## config.mk

```make
export PLATFORM = sky130hd
export DESIGN_NAME = acc_alu_seq
export DESIGN_NICKNAME = d
export VERILOG_FILES = /design/src/rtl/acc_alu_seq.sv
export SDC_FILE = /design/constraint.sdc
export NUM_CORES = 1
export LEC_CHECK = 0
export CORE_UTILIZATION = 50
export CTS_BUF_LIST = sky130_fd_sc_hd__clkbuf_8 sky130_fd_sc_hd__clkbuf_16
export DETAILED_ROUTE_END_ITERATION = 10
export GPL_TIMING_DRIVEN = 0
export MAX_ROUTING_LAYER = met4
export PLACE_DENSITY = 0.76
export SYNTH_ARGS = -nofsm -noshare
export SYNTH_HDL_FRONTEND = slang
export SYNTH_SLANG_ARGS = --single-unit
```

## constraint.sdc

```tcl
create_clock -name clk -period 2.9 [get_ports clk]
set_clock_uncertainty 0.05 [all_clocks]
set_input_delay 0.87 -clock clk [delete_from_list [all_inputs] [get_ports clk]]
set_output_delay 0.87 -clock clk [all_outputs]
set_load 0.005 [all_outputs]
```

## src/rtl/acc_alu_seq.sv

```systemverilog
// acc_alu_seq: clocked accumulator ALU with registered acc/co/z/neg flags.
// Single-cycle arithmetic/logic ops, multi-cycle iterative shifts and an
// optional radix-2 shift-add multiplier, under a valid/ready/done handshake.
// Optional feature macro: ACC_ALU_MUL_EN (compiles in the MUL state/datapath).
module acc_alu_seq #(
  parameter int unsigned W = 8
) (
  input  logic         clk,
  input  logic         reset,
  input  logic         op_valid,
  input  logic [3:0]   op,
  input  logic [W-1:0] in_a,
  input  logic         ci,
  output logic         ready,
  output logic         done,
  output logic [W-1:0] acc,
  output logic         co,
  output logic         z,
  output logic         neg
);

  localparam int unsigned SH_W = $clog2(W);
  // One extra bit so the counter can also hold W for the multiplier.
  localparam int unsigned CntW = SH_W + 1;

  localparam logic [3:0] OpAdd = 4'd0;
  localparam logic [3:0] OpSub = 4'd1;
  localparam logic [3:0] OpAnd = 4'd2;
  localparam logic [3:0] OpXor = 4'd3;
  localparam logic [3:0] OpNot = 4'd4;
  localparam logic [3:0] OpShl = 4'd5;
  localparam logic [3:0] OpShr = 4'd6;
  localparam logic [3:0] OpLda = 4'd7;
  localparam logic [3:0] OpClr = 4'd8;
`ifdef ACC_ALU_MUL_EN
  localparam logic [3:0] OpMul = 4'd9;
`endif

`ifdef ACC_ALU_MUL_EN
  typedef enum logic [1:0] {StIdle, StShift, StMul} state_t;
`else
  typedef enum logic [1:0] {StIdle, StShift} state_t;
`endif

  state_t            state_q, state_d;
  logic [W-1:0]      acc_q, acc_d;
  logic              co_q, co_d;
  logic              z_q, z_d;
  logic              neg_q, neg_d;
  logic              done_q, done_d;
  logic [CntW-1:0]   cnt_q, cnt_d;
  logic              shl_q, shl_d;
  logic              set_flags;

`ifdef ACC_ALU_MUL_EN
  logic [2*W-1:0]    mcand_q, mcand_d;
  logic [W-1:0]      mplier_q, mplier_d;
  logic [2*W-1:0]    prod_q, prod_d;
`endif

  logic [W:0]        add_sum;
  logic [W:0]        sub_sum;
  logic [W-1:0]      shl_val;
  logic [W-1:0]      shr_val;
  logic [SH_W-1:0]   sh_n;

  // Arithmetic is done on W+1 bits so the carry falls out of the top bit.
  assign add_sum = {1'b0, acc_q} + {1'b0, in_a} + {{W{1'b0}}, ci};
  assign sub_sum = {1'b0, acc_q} + {1'b0, ~in_a} + {{W{1'b0}}, 1'b1};
  assign shl_val = {acc_q[W-2:0], 1'b0};
  assign shr_val = {1'b0, acc_q[W-1:1]};
  assign sh_n    = in_a[SH_W-1:0];

  // Next-state logic: op decode in IDLE, iteration in SHIFT/MUL.
  always_comb begin
    state_d   = state_q;
    acc_d     = acc_q;
    co_d      = co_q;
    z_d       = z_q;
    neg_d     = neg_q;
    done_d    = 1'b0;
    cnt_d     = cnt_q;
    shl_d     = shl_q;
    set_flags = 1'b0;
`ifdef ACC_ALU_MUL_EN
    mcand_d   = mcand_q;
    mplier_d  = mplier_q;
    prod_d    = prod_q;
`endif
    case (state_q)
      StIdle: begin
        if (op_valid) begin
          done_d = 1'b1;
          case (op)
            OpAdd: begin
              acc_d     = add_sum[W-1:0];
              co_d      = add_sum[W];
              set_flags = 1'b1;
            end
            OpSub: begin
              acc_d     = sub_sum[W-1:0];
              co_d      = sub_sum[W];
              set_flags = 1'b1;
            end
            OpAnd: begin
              acc_d     = acc_q & in_a;
              co_d      = 1'b0;
              set_flags = 1'b1;
            end
            OpXor: begin
              acc_d     = acc_q ^ in_a;
              co_d      = 1'b0;
              set_flags = 1'b1;
            end
            OpNot: begin
              acc_d     = ~acc_q;
              co_d      = 1'b0;
              set_flags = 1'b1;
            end
            OpLda: begin
              acc_d     = in_a;
              co_d      = 1'b0;
              set_flags = 1'b1;
            end
            OpClr: begin
              acc_d = '0;
              co_d  = 1'b0;
              z_d   = 1'b0;
              neg_d = 1'b0;
            end
            OpShl, OpShr: begin
              if (sh_n == '0) begin
                co_d      = 1'b0;
                set_flags = 1'b1;
              end else begin
                done_d  = 1'b0;
                state_d = StShift;
                cnt_d   = {1'b0, sh_n};
                shl_d   = (op == OpShl);
              end
            end
`ifdef ACC_ALU_MUL_EN
            OpMul: begin
              done_d   = 1'b0;
              state_d  = StMul;
              mcand_d  = {{W{1'b0}}, acc_q};
              mplier_d = in_a;
              prod_d   = '0;
              cnt_d    = CntW'(W);
            end
`endif
            default: ;  // NOP: hold everything, done still pulses
          endcase
        end
      end
      StShift: begin
        acc_d = shl_q ? shl_val : shr_val;
        cnt_d = cnt_q - CntW'(1);
        if (cnt_q == CntW'(1)) begin
          co_d      = shl_q ? acc_q[W-1] : acc_q[0];
          set_flags = 1'b1;
          done_d    = 1'b1;
          state_d   = StIdle;
        end
      end
`ifdef ACC_ALU_MUL_EN
      StMul: begin
        prod_d   = prod_q + (mplier_q[0] ? mcand_q : '0);
        mcand_d  = {mcand_q[2*W-2:0], 1'b0};
        mplier_d = {1'b0, mplier_q[W-1:1]};
        cnt_d    = cnt_q - CntW'(1);
        if (cnt_q == CntW'(1)) begin
          acc_d     = prod_d[W-1:0];
          co_d      = |prod_d[2*W-1:W];
          set_flags = 1'b1;
          done_d    = 1'b1;
          state_d   = StIdle;
        end
      end
`endif
      default: state_d = StIdle;
    endcase
    if (set_flags) begin
      z_d   = (acc_d == '0);
      neg_d = acc_d[W-1];
    end
  end

  // State registers with synchronous reset; reset aborts any op in flight.
  always_ff @(posedge clk) begin
    if (reset) begin
      state_q  <= StIdle;
      acc_q    <= '0;
      co_q     <= 1'b0;
      z_q      <= 1'b0;
      neg_q    <= 1'b0;
      done_q   <= 1'b0;
      cnt_q    <= '0;
      shl_q    <= 1'b0;
`ifdef ACC_ALU_MUL_EN
      mcand_q  <= '0;
      mplier_q <= '0;
      prod_q   <= '0;
`endif
    end else begin
      state_q  <= state_d;
      acc_q    <= acc_d;
      co_q     <= co_d;
      z_q      <= z_d;
      neg_q    <= neg_d;
      done_q   <= done_d;
      cnt_q    <= cnt_d;
      shl_q    <= shl_d;
`ifdef ACC_ALU_MUL_EN
      mcand_q  <= mcand_d;
      mplier_q <= mplier_d;
      prod_q   <= prod_d;
`endif
    end
  end

  assign ready = (state_q == StIdle);
  assign done  = done_q;
  assign acc   = acc_q;
  assign co    = co_q;
  assign z     = z_q;
  assign neg   = neg_q;

endmodule

```

==> results.md <==
* Post-Syn Area at 0.00227 sq mm
* Residual DRC count at 0
* Power per Cell Area at 329 mW/mm^2
* Fmax at 352 MHz
* Clock transition at path regs at 0.07 ns
* Yosys warning total at 0
* Largest net degree at the start of global routing at 11
* Last weighted congestion value of the routability-driven placer at 0.933
* Unrepaired setup endpoints after global routing: false
* Critical Path End Type: flop
* Half-perimeter wire length after detailed placement at 4900 um
* Maximum count of clock buffers along a single path at 2
* Unique cell type count in the Yosys netlist at 64
* Die area at 0.00482 sq mm
* Leakage dissipation at 1.13 nW
* Number of buffers added to fix hold violations after cts at 0
* Area share of the leading cell type in the synthesized netlist at 0.158
* Critical path required time at 3.02 ns
* Clock tree from TritonCTS: yes
* Fraction of the cycle the final worst path needs at 0.980
* Status: complete, no violations
* Number of inserted filler cells in the final layout at 352
* Endpoints failing hold at 0
* Vert. Die Dim at 69.5 um
* Net count after synthesis at 334
* Number of top-level pins at 29
* Violation count after the first detailed-route iteration at 253
* Root buffer cell: clkbuf_8
* Number of enable-type register cells in the synthesized netlist at 0
* Final critical path time including I/O delays and setup at 2.84 ns
* Starting Density at 0.522
* Top cell type by total area after synthesis: dfxtp_1
* CP Launch Type: input pin
* Post-layout utilization of the core at 0.690
* GRT Total Usage at 0.294
* Ys async rst share at 0
* Clock Latency Late Sink at 0.25 ns
* Share of cells above drive strength 1 at 0.251
* Final setup vio count at 0
* Total CTS buffers at 3
* First-pass GRT wire length at 11300 um
* Type of the setup path with the least slack: in2reg
* Vias in the first global route at 2284
* Total clock sinks at 18
* Largest driver fanout on the critical path at 7
* Dominant register cell in the synthesized netlist: dfxtp_1
* Share of the yosys chip area belonging to registers at 0.158
* Total negative slack at 0 ns
* Mapped Avg Cell Area at 7.68 sq um
* IO buf count at 27
* Average vias per placed instance at 6.18
* Number of storage elements in the synthesis netlist at 18
* Slew at the pin with the worst max-slew slack at 0.802 ns
* Synth Area in XOR/XNOR at 0.0237
* Cell Area, Placed at 0.00261 sq mm
* Antenna cells at 0
* Post-Syn Instances at 296
* Average detailed-routed wire length per instance at 17.6 um
* Largest family of logic cells by synthesized area: compound AO/OA/AOI/OAI gates
* Critical path arrival at 2.96 ns
* Share of synthesized cell area in and, or, nand and nor gates at 0.243
* Commonest cells in the netlist: 31 x nor2_1, 27 x a21oi_1, 19 x ha_1, 19 x inv_1, 18 x dfxtp_1
* Final #Nets at 377
* Slew headroom at 0.464
* Worst hold path class: reg2reg
* Total grt overflow at 0
* Total vias in the final route at 2409
* Max-slew violation count at 0
* Final Cell Area at 0.00300 sq mm
* Routed WL at 6870 um
* Max_cap viols at 0
* Count of TritonRoute iterations in the first routing pass at 4
* Worst hold slack at 0.417 ns
* Antenna-violating nets left at 0
* Mux cell area share after synthesis at 0.0539
* Largest cells by area after synthesis: dfxtp_1 16%, ha_1 10%, a21oi_1 5.9%
* Worst-case vdd ir drop at 0.000329 V
* Area fraction in compound gates after synthesis at 0.323
* Die Width at 69.5 um
* Initial antenna violation count at 0
* Final total power at 990 uW
* CORE AREA at 0.00435 sq mm
* Adder-cell share of the synthesized area at 0.131
* Growth of design area from synthesis to finish at 32.1%
* Most used standard cell by instance count after synthesis: nor2_1
* Htree depth at 1
* Core Rows at 24
metrics by stage:
step                      instances  worst slack, ns
final                           390           0.0574
after global routing            390          0.00737
after detailed placement        375           -0.977
after CTS                       386          0.00537
after global placement          375           -0.909
after floorplan                 296           0.0396
path summary, 6_finish.rpt:
kind	from	to	slack, ns	cells after the start
min reg2reg	neg	neg	0.42	2
max reg2reg	acc[0]	z	0.20	10
max	in_a[0]	z	0.06	12
min	neg	neg	0.42	2
flip-flops by register name, indices dropped and copies added, names as in the netlist:
name	cells
co	1
state_q	1
done	1
neg	1
z	1
cnt_q	4
shl_q	1
acc	8
layer usage:
layer | share of wire | global-route usage | wire, um
met1 | 0.45 | 0.400 | 3100
met2 | 0.47 | 0.470 | 3230
met3 | 0.061 | 0.0247 | 418
met4 | 0.017 | 0.0748 | 119
met5 | 0 | - | 0
area by class of cell:
type | count | area [sq um] | share of cell area
tap | 52 | 65.1 | 0.0217
inverter | 20 | 77.6 | 0.0258
sequential | 18 | 360 | 0.120
multi-input combinational | 242 | 2010 | 0.670
clock buffer | 4 | 55.1 | 0.0183
buffer | 14 | 100 | 0.0333
timing repair buffer | 40 | 333 | 0.111
where the power goes:
group	leakage (nW)	internal, mW	switching (mW)
combinational	0.955	0.233	0.256
sequential	0.147	0.263	0.0306
clock	0.0288	0.121	0.0856
total	1.13	0.617	0.372
placed cells by master (no fill, tap or decap), types with 6 or more instances in the layout:
cell and count:
nor2_1 31, a21oi_1 22, dfxtp_1 18, clkdlybuf4s50_1 15
inv_1 14, buf_4 14, a211oi_1 13, nand2_1 12
ha_1 12, mux2i_1 10, o21ai_0 10, and2_1 9
nor3_1 8, nor2b_1 7, clkbuf_2 6, o31ai_1 6
ha_4 6
worst max-delay path: stages:
cell	delay (ns)
buf_6	0.11
fa_2	0.42
buf_6	0.13
nor2b_1	0.13
o21ai_2	0.19
buf_4	0.13
buf_4	0.10
a31o_4	0.15
a21oi_4	0.06
o31ai_4	0.30
nand4_1	0.15
o31ai_1	0.21
repair_timing:
action / CTS / global route
resized for setup: 59 / 43
pin swaps: 18 / 16
setup buffers: 9 / 4
endpoints found under the setup margin: 11 / 5
logic make-up after synthesis:
logic type                 count (synthesis)
xor gates and xnor gates                   4
AOI/OAI and AO/OA                        100
buffers and inverters                     36
adders and majority gates                 22
DFF                                       18
and+or+nand+nor                          104
muxes                                     12
(Power assumes the default switching activity.)
